## config.mk

```make
export PLATFORM = sky130hd
export DESIGN_NAME = fetch_ctrl
export DESIGN_NICKNAME = d
export VERILOG_FILES = /design/src/rtl/cpu_pkg.sv /design/src/rtl/fetch_fifo.sv /design/src/rtl/fetch_ctrl.sv
export SDC_FILE = /design/constraint.sdc
export NUM_CORES = 1
export LEC_CHECK = 0
export BUFFER_PORTS_ARGS = -buffer_cell sky130_fd_sc_hd__buf_2
export CAP_MARGIN = 30
export CORE_MARGIN = 4
export CORE_UTILIZATION = 40
export DETAILED_ROUTE_END_ITERATION = 7
export PLACE_DENSITY_LB_ADDON = 0.15
export SETUP_SLACK_MARGIN = 0.4
export SKIP_LAST_GASP = 1
export SYNTH_ARGS = -nofsm -noshare
export SYNTH_HDL_FRONTEND = slang
export SYNTH_SLANG_ARGS = --single-unit
```

## constraint.sdc

```tcl
create_clock -name clk -period 4.6 [get_ports clk]
set_input_delay 0.92 -clock clk [delete_from_list [all_inputs] [get_ports clk]]
set_output_delay 0.92 -clock clk [all_outputs]
set_load 0.05 [all_outputs]
```

## src/rtl/cpu_pkg.sv

```systemverilog
// Shared fetch-stage definitions: address map, fetch FSM states and the
// entry format carried from fetch to decode.
package cpu_pkg;

    localparam logic [31:0] PC_BASE  = 32'h0000_3000;
    localparam int          IM_WORDS = 4096;
    localparam logic [31:0] NOP_WORD = 32'h0000_0000;

    typedef enum logic {
        FETCH = 1'b0,
        FAULT = 1'b1
    } fetch_state_e;

    typedef struct packed {
        logic [31:0] pc;
        logic [31:0] instr;
        logic        exc;
    } fetch_entry_t;

endpackage

```

## src/rtl/fetch_fifo.sv

```systemverilog
// Small synchronous FIFO of fetch entries; flush empties it on the edge and
// wins over a simultaneous push.
module fetch_fifo
    import cpu_pkg::*;
#(
    parameter int DEPTH = 2
) (
    input  logic                       clk,
    input  logic                       reset,
    input  logic                       push,
    input  fetch_entry_t               push_data,
    input  logic                       pop,
    input  logic                       flush,
    output fetch_entry_t               head,
    output logic                       full,
    output logic                       empty,
    output logic [$clog2(DEPTH):0]     count
);

    localparam int PTR_W = $clog2(DEPTH);
    localparam int CNT_W = PTR_W + 1;

    fetch_entry_t       mem_q [DEPTH];
    logic [PTR_W-1:0]   wr_ptr_q, wr_ptr_d;
    logic [PTR_W-1:0]   rd_ptr_q, rd_ptr_d;
    logic [CNT_W-1:0]   count_q,  count_d;
    logic               do_push;
    logic               do_pop;

    assign empty = (count_q == '0);
    assign full  = (count_q == CNT_W'(DEPTH));
    assign count = count_q;

    // A push into a full FIFO is only accepted when a pop frees the slot.
    assign do_push = push & (~full | pop);
    assign do_pop  = pop & ~empty;

    // NOTE: always_comb uses blocking assignments with a default first for every
    // output, so no path leaves a signal unassigned and no latch is inferred.
    always_comb begin
        wr_ptr_d = wr_ptr_q;
        rd_ptr_d = rd_ptr_q;
        count_d  = count_q;
        if (flush) begin
            wr_ptr_d = '0;
            rd_ptr_d = '0;
            count_d  = '0;
        end else begin
            if (do_push) wr_ptr_d = wr_ptr_q + PTR_W'(1);
            if (do_pop)  rd_ptr_d = rd_ptr_q + PTR_W'(1);
            count_d = count_q + CNT_W'(do_push) - CNT_W'(do_pop);
        end
    end

    // NOTE: sequential state uses non-blocking assignments so every flop samples
    // the pre-edge values regardless of statement order.
    always_ff @(posedge clk or posedge reset) begin
        if (reset) begin
            wr_ptr_q <= '0;
            rd_ptr_q <= '0;
            count_q  <= '0;
        end else begin
            wr_ptr_q <= wr_ptr_d;
            rd_ptr_q <= rd_ptr_d;
            count_q  <= count_d;
        end
    end

    // NOTE: storage is deliberately not reset; the head is masked to zero while
    // empty, so stale or unknown contents never reach decode.
    always_ff @(posedge clk) begin
        if (do_push && !flush) mem_q[wr_ptr_q] <= push_data;
    end

    assign head = empty ? '0 : mem_q[rd_ptr_q];

endmodule

```

## src/rtl/fetch_ctrl.sv

```systemverilog
// Fetch-stage sequencer: owns the PC, checks the fetch address against the ROM
// window, and queues {pc, instr, exc} entries for decode.
module fetch_ctrl #(
    parameter logic [31:0] PC_BASE  = cpu_pkg::PC_BASE,
    parameter int          IM_WORDS = cpu_pkg::IM_WORDS,
    parameter int          DEPTH    = 2
) (
    input  logic                    clk,
    input  logic                    reset,
    output logic [31:0]             pcF,
    input  logic [31:0]             instrF,
    input  logic                    redirect,
    input  logic [31:0]             redirect_pc,
    output logic                    d_valid,
    input  logic                    d_ready,
    output logic [31:0]             d_pc,
    output logic [31:0]             d_instr,
    output logic                    d_exc,
    output logic [$clog2(DEPTH):0]  occupancy
);

    import cpu_pkg::*;

    localparam logic [31:0] LAST_PC = PC_BASE + 32'(4 * IM_WORDS) - 32'd4;

    fetch_state_e  state_q, state_d;
    logic [31:0]   pc_q, pc_d;
    logic          bad;
    logic          deq;
    logic          space;
    logic          push;
    logic          flush;
    logic          fifo_full;
    logic          fifo_empty;
    fetch_entry_t  push_entry;
    fetch_entry_t  head;

    assign pcF   = pc_q;
    assign bad   = (pc_q[1:0] != 2'b00) | (pc_q < PC_BASE) | (pc_q > LAST_PC);
    assign deq   = d_valid & d_ready;
    assign space = ~fifo_full | deq;

    always_ff @(posedge clk or posedge reset) begin
        if (reset) begin
            state_q <= FETCH;
            pc_q    <= PC_BASE;
        end else begin
            state_q <= state_d;
            pc_q    <= pc_d;
        end
    end

    always_comb begin
        state_d = state_q;
        unique case (state_q)
            FETCH: if (!redirect && space && bad) state_d = FAULT;
            FAULT: if (redirect) state_d = FETCH;
            default: state_d = FETCH;
        endcase
    end

    // Redirect wins in either state; a faulting PC is queued once and then held.
    always_comb begin
        push       = 1'b0;
        flush      = 1'b0;
        pc_d       = pc_q;
        push_entry = '{pc: pc_q, instr: instrF, exc: 1'b0};
        if (redirect) begin
            flush = 1'b1;
            pc_d  = redirect_pc;
        end else if (state_q == FETCH && space) begin
            push = 1'b1;
            if (bad) begin
                push_entry.instr = NOP_WORD;
                push_entry.exc   = 1'b1;
            end else begin
                pc_d = pc_q + 32'd4;
            end
        end
    end

    fetch_fifo #(
        .DEPTH (DEPTH)
    ) u_fifo (
        .clk       (clk),
        .reset     (reset),
        .push      (push),
        .push_data (push_entry),
        .pop       (deq),
        .flush     (flush),
        .head      (head),
        .full      (fifo_full),
        .empty     (fifo_empty),
        .count     (occupancy)
    );

    assign d_valid = ~fifo_empty;
    assign d_pc    = head.pc;
    assign d_instr = head.instr;
    assign d_exc   = head.exc;

endmodule
```

==> impl_metrics.csv, run 1 <==
group,metric,value,unit
layout,antenna_cells,0,
worst_setup_path,reg2reg_to,"u_fifo.count[0]$_DFF_PP0_",
floorplan,start_util,41.2,%
logic_synthesis,netlist_area,0.00717,mm²
placed_design,place_congestion,0.782,
worst_setup_path,ff2ff_setup_slack,2.07,ns
min_path,hold_path_class,"flip-flop to flip-flop",
worst_setup_path,worstPathMaxFanout,38,
grt,grt_pass1_vias,4689,
floorplan,die_area,0.0201,mm²
grt,grt_max_degree,66,
placed_design,dpl.hpwl,10.2,mm
worst_setup_path,start_kind,"flip-flop",
layout,nNetsFinal,722,
clocking,post_cts_resized,0,
floorplan,rows,48,
placed_design,io_buffers,167,
layout,seqCellArea,0.00484,mm²
sta,drv_slew,0,
floorplan,chipWidth,142,µm
sta,finalHoldViolations,0,
layout,fillers,1561,
layout,area_delta_synth_final,21.0,%
grt,antenna_found_initial,0,
clocking,h-tree-depth,4,
power,irDropWorstVdd,0.298,mV
sta,fin_crit_sh,66.6,%
clocking,post_cts_buffers,0,
clocking,cts_tree,"built",
worst_setup_path,timing.rr.start,"u_fifo.count[1]$_DFF_PP0_",
grt,grt_pass1_wl,24.7,mm
floorplan,ios,168,
clocking,path_clk_slew,0.06,ns
worst_setup_path,end_kind,"output pin",
floorplan,core-area,0.0174,mm²
grt,track_usage,15.8,%
grt,overflow,0,
min_path,hp-start,"pcF[15]$_DFFE_PP0P_",
min_path,hold_depth,0,
worst_setup_path,crit_required,3.68,ns
worst_setup_path,worstPathArrival,2.14,ns
layout,drive_gt1_share,36.4,%
sta,worst_pin_slew,0.976,ns
detailed_routing,via_per_inst,4.86,
logic_synthesis,ys_ff_latch,167,
logic_synthesis,synth_cells,511,
worst_setup_path,critPathKind,"flip-flop to output pin",
sta,worst_hold_slack,0.517,ns
clocking,cts-root-buf,"clkbuf_16",
layout,multi_input_area,0.00200,mm²
logic_synthesis,synthArstFlopShare,22.2,%
clocking,ctsLongestPathBuffers,2,
detailed_routing,vias,4320,
clocking,numCtsBuffers,17,
clocking,cts_hold_buf,0,
sta,fin_tns_setup,0,ns
min_path,min_to,"u_fifo.mem_q[0][48]$_DFFE_PP_",
flow_run,cap_violations,0,
detailed_routing,postRouteAntennaNets,0,
sta,period_minus_slack,3.06,ns
logic_synthesis,seq_area_frac_synth,67.4,%
run_status,outcome,"finished, final reports clean",
logic_synthesis,synth_edf_count,130,
logic_synthesis,yosysWarnings,0,
power,power.density,633,mW/mm²
detailed_routing,firstDrtPassIters,4,
sta,max_freq,326,MHz
logic_synthesis,syn_area_per_cell,14.0,µm²
logic_synthesis,syn_nets,582,
clocking,clock_sinks,167,
sta,maxSlewHeadroom,34.4,%
detailed_routing,routedWlPerCell,17.3,µm
clocking,clk_latency,0.42,ns
floorplan,die_h,142,µm
worst_setup_path,r2r_cells,8,
logic_synthesis,synthDistinctLibCells,45,
sta,finalSetupViolCount,0,
power,leakage,3.42,nW
detailed_routing,drt-initial-drc-count,227,
detailed_routing,drt-total-wl,15.4,mm
sta,fin_skew,0.00717,ns
detailed_routing,drc,0,
sta,rsz0062_at_grt,"no",
logic_synthesis,synth_flop_cell,"edfxtp_1",
-- report_power, final --
part	total, mW	switching, mW	internal, mW	leakage (nW)
logic	1.97	1.46	0.506	1.50
clock network	1.45	0.594	0.855	0.283
registers	2.08	0.148	1.93	1.64
total	5.49	2.20	3.29	3.42
-- critical path: stages (launching register included) --
cell,delay [ns]
dfrtp_4,0.72
buf_16,0.30
buf_4,0.22
mux2i_1,0.20
nor2_1,0.05
buf_2,0.21
-- logic make-up after synthesis --
| logic type | after synthesis | synth area share, % |
|---|---|---|
| AO/OA/AOI/OAI | 23 | 2.01 |
| XOR/XNOR | 9 | 1.10 |
| adder cells (fa/ha/maj) | 3 | 0.524 |
| buffers and inverters | 64 | 5.03 |
| flip-flops | 167 | 67.4 |
| multiplexers | 86 | 12.4 |
| AND/OR/NAND/NOR | 159 | 11.6 |
-- how the worst max path moves through the flow --
stage	startpoint	to	slack, ns	depth (start not counted)
detailed placement	redirect	u_fifo.mem_q[1][39]$_DFFE_PP_	1.58	5
global route	u_fifo.count[1]$_DFF_PP0_	d_instr[20]	1.37	4
CTS	u_fifo.count[1]$_DFF_PP0_	d_instr[20]	1.46	4
global placement	redirect	u_fifo.mem_q[1][29]$_DFFE_PP_	1.65	5
finish	u_fifo.rd_ptr_q$_DFFE_PP0P_	d_instr[7]	1.54	5
floorplan	d_ready	u_fifo.mem_q[0][0]$_DFFE_PP_	1.24	4
-- flip-flops by register name, summed over array words and instances, names as in the netlist --
name / count
pcF: 32
u_fifo.mem_q: 130
state_q: 1
u_fifo.rd_ptr_q: 1
u_fifo.count: 2
u_fifo.wr_ptr_q: 1
-- cells in the mapped netlist, types with 6 or more instances --
cell type	count	share of area (%)
o21ai_0	8	0.56
nor2b_1	34	3.0
dfrtp_1	35	12
xnor2_1	6	0.73
edfxtp_1	130	54
nor2_1	81	4.2
nand2_1	9	0.47
inv_1	9	0.47
mux2i_1	66	9.2
clkbuf_1	18	0.94
buf_4	32	3.4
mux2_2	20	3.1
-- through the flow --
stage	util, %	cells	setup slack (ns)	power (mW)	area (µm²)
after global routing	49.8	889	1.37	5.76	8670
after floorplan	-	511	1.24	3.63	7170
after global placement	46.2	856	1.65	4.08	8040
after CTS	49.8	889	1.46	5.56	8670
after detailed placement	46.3	857	1.58	4.12	8070
final	49.8	889	1.54	5.49	8670
-- layer usage --
metal / track usage, % / wire length [µm] / vias to the layer above
met5: 0 / 0 / -
met4: 5.10 / 199 / 0
met3: 4.38 / 929 / 16
met2: 26.4 / 7650 / 127
met1: 19.9 / 6600 / 2104
li1: - / - / 2073
-- placed cells by master (no fill, tap or decap), types with 4 or more instances in the layout --
cell	instances
nor2_1	78
nand3_1	4
o21ai_0	8
nand2_1	9
mux2i_1	66
and3_1	5
dfrtp_1	34
nor2b_1	34
xnor2_1	6
clkbuf_16	17
buf_4	8
inv_1	8
clkinvlp_4	4
a31oi_1	5
mux2_2	20
edfxtp_1	130
buf_2	167
-- final cells by class --
cell class / count / share of cell area, %
sequential: 167 / 55.7
tap: 225 / 3.25
inverter: 9 / 0.389
clock buffer: 17 / 4.90
multi-input combinational: 280 / 23.0
clock inverter: 15 / 2.05
timing repair buffer: 176 / 10.6
Power figures use the tool's default switching activity.
==> inputs of run 2 (changes only) <==
Clock period 4.6 ns to 2.6 ns, I/O delays scaled along.
==> run 2 against run 1 <==
Compared with the run above:
- non-clock buffer count increased by 34
- critical path depth fell by 1
- flip-flop and latch count did not move
- global-route usage increased by 1.3 points
- first-iteration DRC count up 3.1%
- clock skew up 0.0026 ns
- critical path type unchanged
- highest routed layer unchanged
==> impl_metrics.csv, run 2 (same netlist as run 1, synthesis figures left out) <==
group,metric,value,unit
run_status,outcome,"finished, final reports clean",
sta,period_minus_slack,2.20,ns
placed_design,dp_slack,0.261,ns
power,power.density,1120,mW/mm²
worst_setup_path,worstPathArrival,1.68,ns
grt,grt_pass1_vias,4674,
layout,area_delta_synth_final,33.8,%
grt,antenna_found_initial,0,
sta,rsz0062_at_grt,"yes",
floorplan,chipWidth,142,µm
layout,multi_input_area,0.00235,mm²
clocking,path_clk_slew,0.06,ns
grt,track_usage,17.1,%
worst_setup_path,crit_required,2.08,ns
floorplan,ios,168,
floorplan,die_h,142,µm
floorplan,die_area,0.0201,mm²
grt,overflow,0,
placed_design,dpl.hpwl,10.8,mm
layout,seqCellArea,0.00484,mm²
layout,nNetsFinal,756,
floorplan,start_util,41.2,%
clocking,clk_latency,0.41,ns
worst_setup_path,end_kind,"output pin",
flow_run,cap_violations,0,
placed_design,post-place-cells,866,
worst_setup_path,worstPathMaxFanout,25,
sta,worst_pin_slew,0.445,ns
sta,maxSlewHeadroom,69.9,%
placed_design,io_buffers,167,
power,leakage,3.69,nW
detailed_routing,drc,0,
power,irDropWorstVdd,0.584,mV
detailed_routing,postRouteAntennaNets,0,
clocking,cts-root-buf,"clkbuf_16",
clocking,clock_sinks,167,
clocking,cts_tree,"built",
worst_setup_path,start_kind,"flip-flop",
layout,drive_gt1_share,50.4,%
layout,final_cells,923,
layout,antenna_cells,0,
sta,drv_slew,0,
floorplan,core-area,0.0174,mm²
detailed_routing,via_per_inst,4.88,
layout,largest_reg_flops,130,
detailed_routing,routedWlPerCell,18.4,µm
clocking,ctsLongestPathBuffers,2,
grt,grt_pass1_wl,26.2,mm
placed_design,postPlaceCellArea,0.00842,mm²
clocking,cts_hold_buf,0,
sta,finalHoldViolations,0,
detailed_routing,drt-total-wl,17.0,mm
detailed_routing,vias,4507,
sta,finalSetupViolCount,0,
layout,fillers,1520,
layout,post-route-util,55.1,%
sta,fin_tns_setup,0,ns
placed_design,place_congestion,0.793,
sta,fin_crit_sh,84.5,%
layout,final_cell_area,0.00959,mm²
detailed_routing,firstDrtPassIters,4,
clocking,h-tree-depth,4,
sta,setup_slack,0.402,ns
power,p_total,10.7,mW
grt,grt_max_degree,54,
min_path,hold_path_class,"input pin to async pin",
layout,layout_common_cells,"130 x edfxtp_1, 116 x buf_2, 56 x buf_4",
sta,max_freq,455,MHz
sta,worst_hold_slack,0.0545,ns
detailed_routing,drt-initial-drc-count,234,
sta,fin_skew,0.00975,ns
layout,final_common_cell,"edfxtp_1",
clocking,numCtsBuffers,17,
floorplan,rows,48,
layout,regMostFlops,"u_fifo.mem_q",
worst_setup_path,critPathKind,"flip-flop to output pin",
run 2: changes by cell type in the layout (fill, tap and decap cells not counted), moves of 14 or more:
cell	delta
buf_2	-51
buf_4	+48
buf_6	+14
mux2i_1	-17
mux2i_2	+15
nor2_1	-49
nor2_2	+30
nor2_4	+19
run 2: final cells by class:
cell class	instances	share of cell area, %
Sequential cell	167	50.5
Clock inverter	11	1.04
Multi-Input combinational cell	280	24.6
Inverter	9	0.352
Clock buffer	21	4.80
Tap cell	225	2.94
Timing Repair Buffer	210	15.8
run 2: repair_timing:
item                                    4_1_cts  5_1_grt
buffers inserted                             16        4
resized for setup                            62       40
pin swaps                                     7        4
cloned                                        4        1
endpoints found under the setup margin       67      130
run 2: worst max-delay path, cell delays in order, from the launching register on:
cell,delay (ns)
dfrtp_4,0.50
buf_12,0.23
mux2i_1,0.26
nor2_1,0.07
buf_4,0.19
run 2: where the power goes:
group	switching (mW)	total (mW)	internal, mW
combinational	3.09	4.73	1.64
sequential	0.208	3.62	3.42
clock	0.997	2.36	1.37
total	4.29	10.7	6.43
run 2: path summary, 6_finish.rpt:
check,startpoint,end,slack [ns],cells after the start
setup reg to reg,pcF[18]$_DFFE_PP0P_,pcF[10]$_DFFE_PP0P_,0.46,6
max in group asynchronous,reset,pcF[13]$_DFFE_PP1P_,1.96,3
hold / removal,reset,pcF[27]$_DFFE_PP0P_,0.05,2
min in group clk,redirect_pc[7],pcF[7]$_DFFE_PP0P_,0.32,3
setup / recovery,u_fifo.rd_ptr_q$_DFFE_PP0P_,d_instr[0],0.40,4
hold reg to reg,pcF[15]$_DFFE_PP0P_,u_fifo.mem_q[1][48]$_DFFE_PP_,0.52,0
run 2: routing by layer:
metal / part of all wire, % / vias to the layer above / wire length [µm] / global-route usage [%]
li1: - / 2152 / - / -
met1: 43 / 2204 / 7380 / 22.4
met2: 50 / 139 / 8490 / 28.5
met3: 5.6 / 12 / 960 / 3.88
met4: 1.0 / 0 / 176 / 4.95
met5: 0 / - / 0 / 0
==> inputs of run 3 (changes only) <==
Clock period 2.6 ns to 1.8 ns, I/O delays scaled along.
==> run 3 against run 2 <==
Compared with the run above:
- the flow now finishes with violations (negative setup slack)
- global-route usage up 3.5 points
- first-iteration DRC count down 3.8%
- highest routed layer unchanged
- final area up 32%
==> impl_metrics.csv, run 3 (same netlist as run 1, synthesis figures left out) <==
group,metric,value,unit
grt,grt_pass1_vias,5577,
clocking,h-tree-depth,4,
power,irDropWorstVdd,0.866,mV
worst_setup_path,cp_cell_sequence,"buf_6, a21boi_4, buf_6, o2111ai_4, buf_6, nor2_4, buf_6, buf_6, buf_6, a311oi_1, nor3_1",
detailed_routing,vias,5193,
placed_design,dp_slack,-0.425,ns
min_path,hold_path_class,"input pin to async pin",
detailed_routing,drt-initial-drc-count,225,
clocking,numCtsBuffers,17,
sta,max_freq,447,MHz
sta,worst_pin_slew,0.522,ns
floorplan,die_h,142,µm
detailed_routing,drc,0,
worst_setup_path,start_kind,"flip-flop",
detailed_routing,routedWlPerCell,20.0,µm
detailed_routing,postRouteAntennaNets,0,
layout,final_common_cell,"edfxtp_1",
grt,grt_max_degree,38,
worst_setup_path,crit_required,2.09,ns
worst_setup_path,cpLargestDelayFamily,"buffers and inverters",
floorplan,chipWidth,142,µm
layout,post-route-util,72.6,%
placed_design,place_congestion,0.857,
worst_setup_path,max_stage_delay,0.55,ns
layout,largest_reg_flops,130,
worst_setup_path,worst-path-buf-inv,6,
grt,grt_pass1_wl,31.5,mm
clocking,ctsLongestPathBuffers,2,
clocking,clk_latency,0.42,ns
clocking,cts_hold_buf,0,
floorplan,core-area,0.0174,mm²
sta,fin_tns_setup,-57.71,ns
run_status,failed_checks,"negative setup slack",
placed_design,postPlaceCellArea,0.00925,mm²
layout,antenna_cells,0,
flow_run,cap_violations,0,
layout,layout_common_cells,"130 x edfxtp_1, 94 x buf_2, 84 x buf_6",
placed_design,dpl.hpwl,11.4,mm
clocking,cts-root-buf,"clkbuf_16",
floorplan,start_util,41.2,%
sta,drv_slew,0,
sta,period_minus_slack,2.23,ns
worst_setup_path,crit_slowest_cell,"dfstp_2",
clocking,cts_tree,"built",
worst_setup_path,worstPathArrival,2.52,ns
clocking,path_clk_slew,0.06,ns
layout,area_delta_synth_final,76.4,%
placed_design,io_buffers,167,
power,power.density,1510,mW/mm²
sta,maxSlewHeadroom,65.2,%
worst_setup_path,r2r_cells,11,
power,p_total,19.1,mW
grt,antenna_found_initial,0,
worst_setup_path,worstPathMaxFanout,5,
worst_setup_path,cp_common_cell,"buf_6",
floorplan,rows,48,
grt,track_usage,20.6,%
sta,fin_skew,0.00784,ns
worst_setup_path,critPathKind,"flip-flop to flip-flop",
power,leakage,5.05,nW
layout,regMostFlops,"u_fifo.mem_q",
worst_setup_path,worstSetupPathDepth,11,
detailed_routing,firstDrtPassIters,4,
sta,fin_crit_sh,124,%
clocking,clock_sinks,167,
sta,finalHoldViolations,0,
layout,final_cell_area,0.0126,mm²
sta,rsz0062_at_grt,"yes",
grt,overflow,0,
detailed_routing,via_per_inst,4.98,
floorplan,die_area,0.0201,mm²
layout,nNetsFinal,876,
sta,finalSetupViolCount,278,
layout,drive_gt1_share,71.4,%
worst_setup_path,end_kind,"flip-flop",
sta,setup_slack,-0.435,ns
run_status,outcome,"finished, violations left",
floorplan,ios,168,
detailed_routing,drt-total-wl,20.9,mm
## run 3: cell count changes in the layout (fill, tap and decap cells not counted), moves of 24 or more
| cell | previous run | this run |
|---|---|---|
| nor2_4 | 21 | 70 |
| nor2_2 | 31 | 0 |
| buf_6 | 14 | 84 |
| nor2b_4 | 0 | 32 |
| mux2i_1 | 49 | 4 |
| buf_8 | 0 | 24 |
| mux2i_2 | 15 | 55 |
| nor2b_1 | 34 | 2 |
## run 3: final timing paths
check | from | endpoint | slack (ns)
worst min-delay path | reset | pcF[20]$_DFFE_PP0P_ | 0.05
min in group clk | redirect_pc[15] | pcF[15]$_DFFE_PP0P_ | 0.15
max in group asynchronous | reset | u_fifo.rd_ptr_q$_DFFE_PP0P_ | 1.34
worst max-delay path | pcF[12]$_DFFE_PP1P_ | pcF[11]$_DFFE_PP0P_ | -0.43
worst min register to register | pcF[6]$_DFFE_PP0P_ | u_fifo.mem_q[0][39]$_DFFE_PP_ | 0.53
worst max register to register | pcF[12]$_DFFE_PP1P_ | pcF[11]$_DFFE_PP0P_ | -0.43
## run 3: area by class of cell
class	instances	area, µm²
Fill cell	1055	4770
Multi-Input combinational cell	280	3240
Timing Repair Buffer	330	3620
Tap cell	225	282
Sequential cell	167	4840
Clock inverter	9	113
Inverter	9	33.8
Clock buffer	23	510
## run 3: per-stage QoR
step	hold slack [ns]	std cells
CTS	0.0557	1025
detailed placement	0.514	917
global route	0.0877	1043
finish	0.0527	1043
global placement	0.504	917
floorplan	0.459	511
## run 3: layer usage
metal / up-vias / global-route usage [%] / share of wire, %
li1: 2414 / - / -
met1: 2597 / 25.9 / 39
met2: 161 / 35.3 / 53
met3: 21 / 4.68 / 5.8
met4: 0 / 6.72 / 1.8
met5: - / 0 / 0
## run 3: where the power goes
part / total [mW] / switching [mW] / internal, mW
sequential: 5.30 / 0.355 / 4.94
combinational: 10.0 / 5.56 / 4.45
clock: 3.77 / 1.48 / 2.29
## run 3: repair_timing
item,CTS,global route
setup endpoints to repair,312,313
endpoints found under the hold margin,0,0
buffers inserted,55,15
gates resized for setup,351,66
cloned,21,3
pin swaps,24,22
## run 3: worst min-delay path, cell delays in order
cell and delay [ns]:
buf_2 0.09, inv_1 0.04, buf_4 0.43
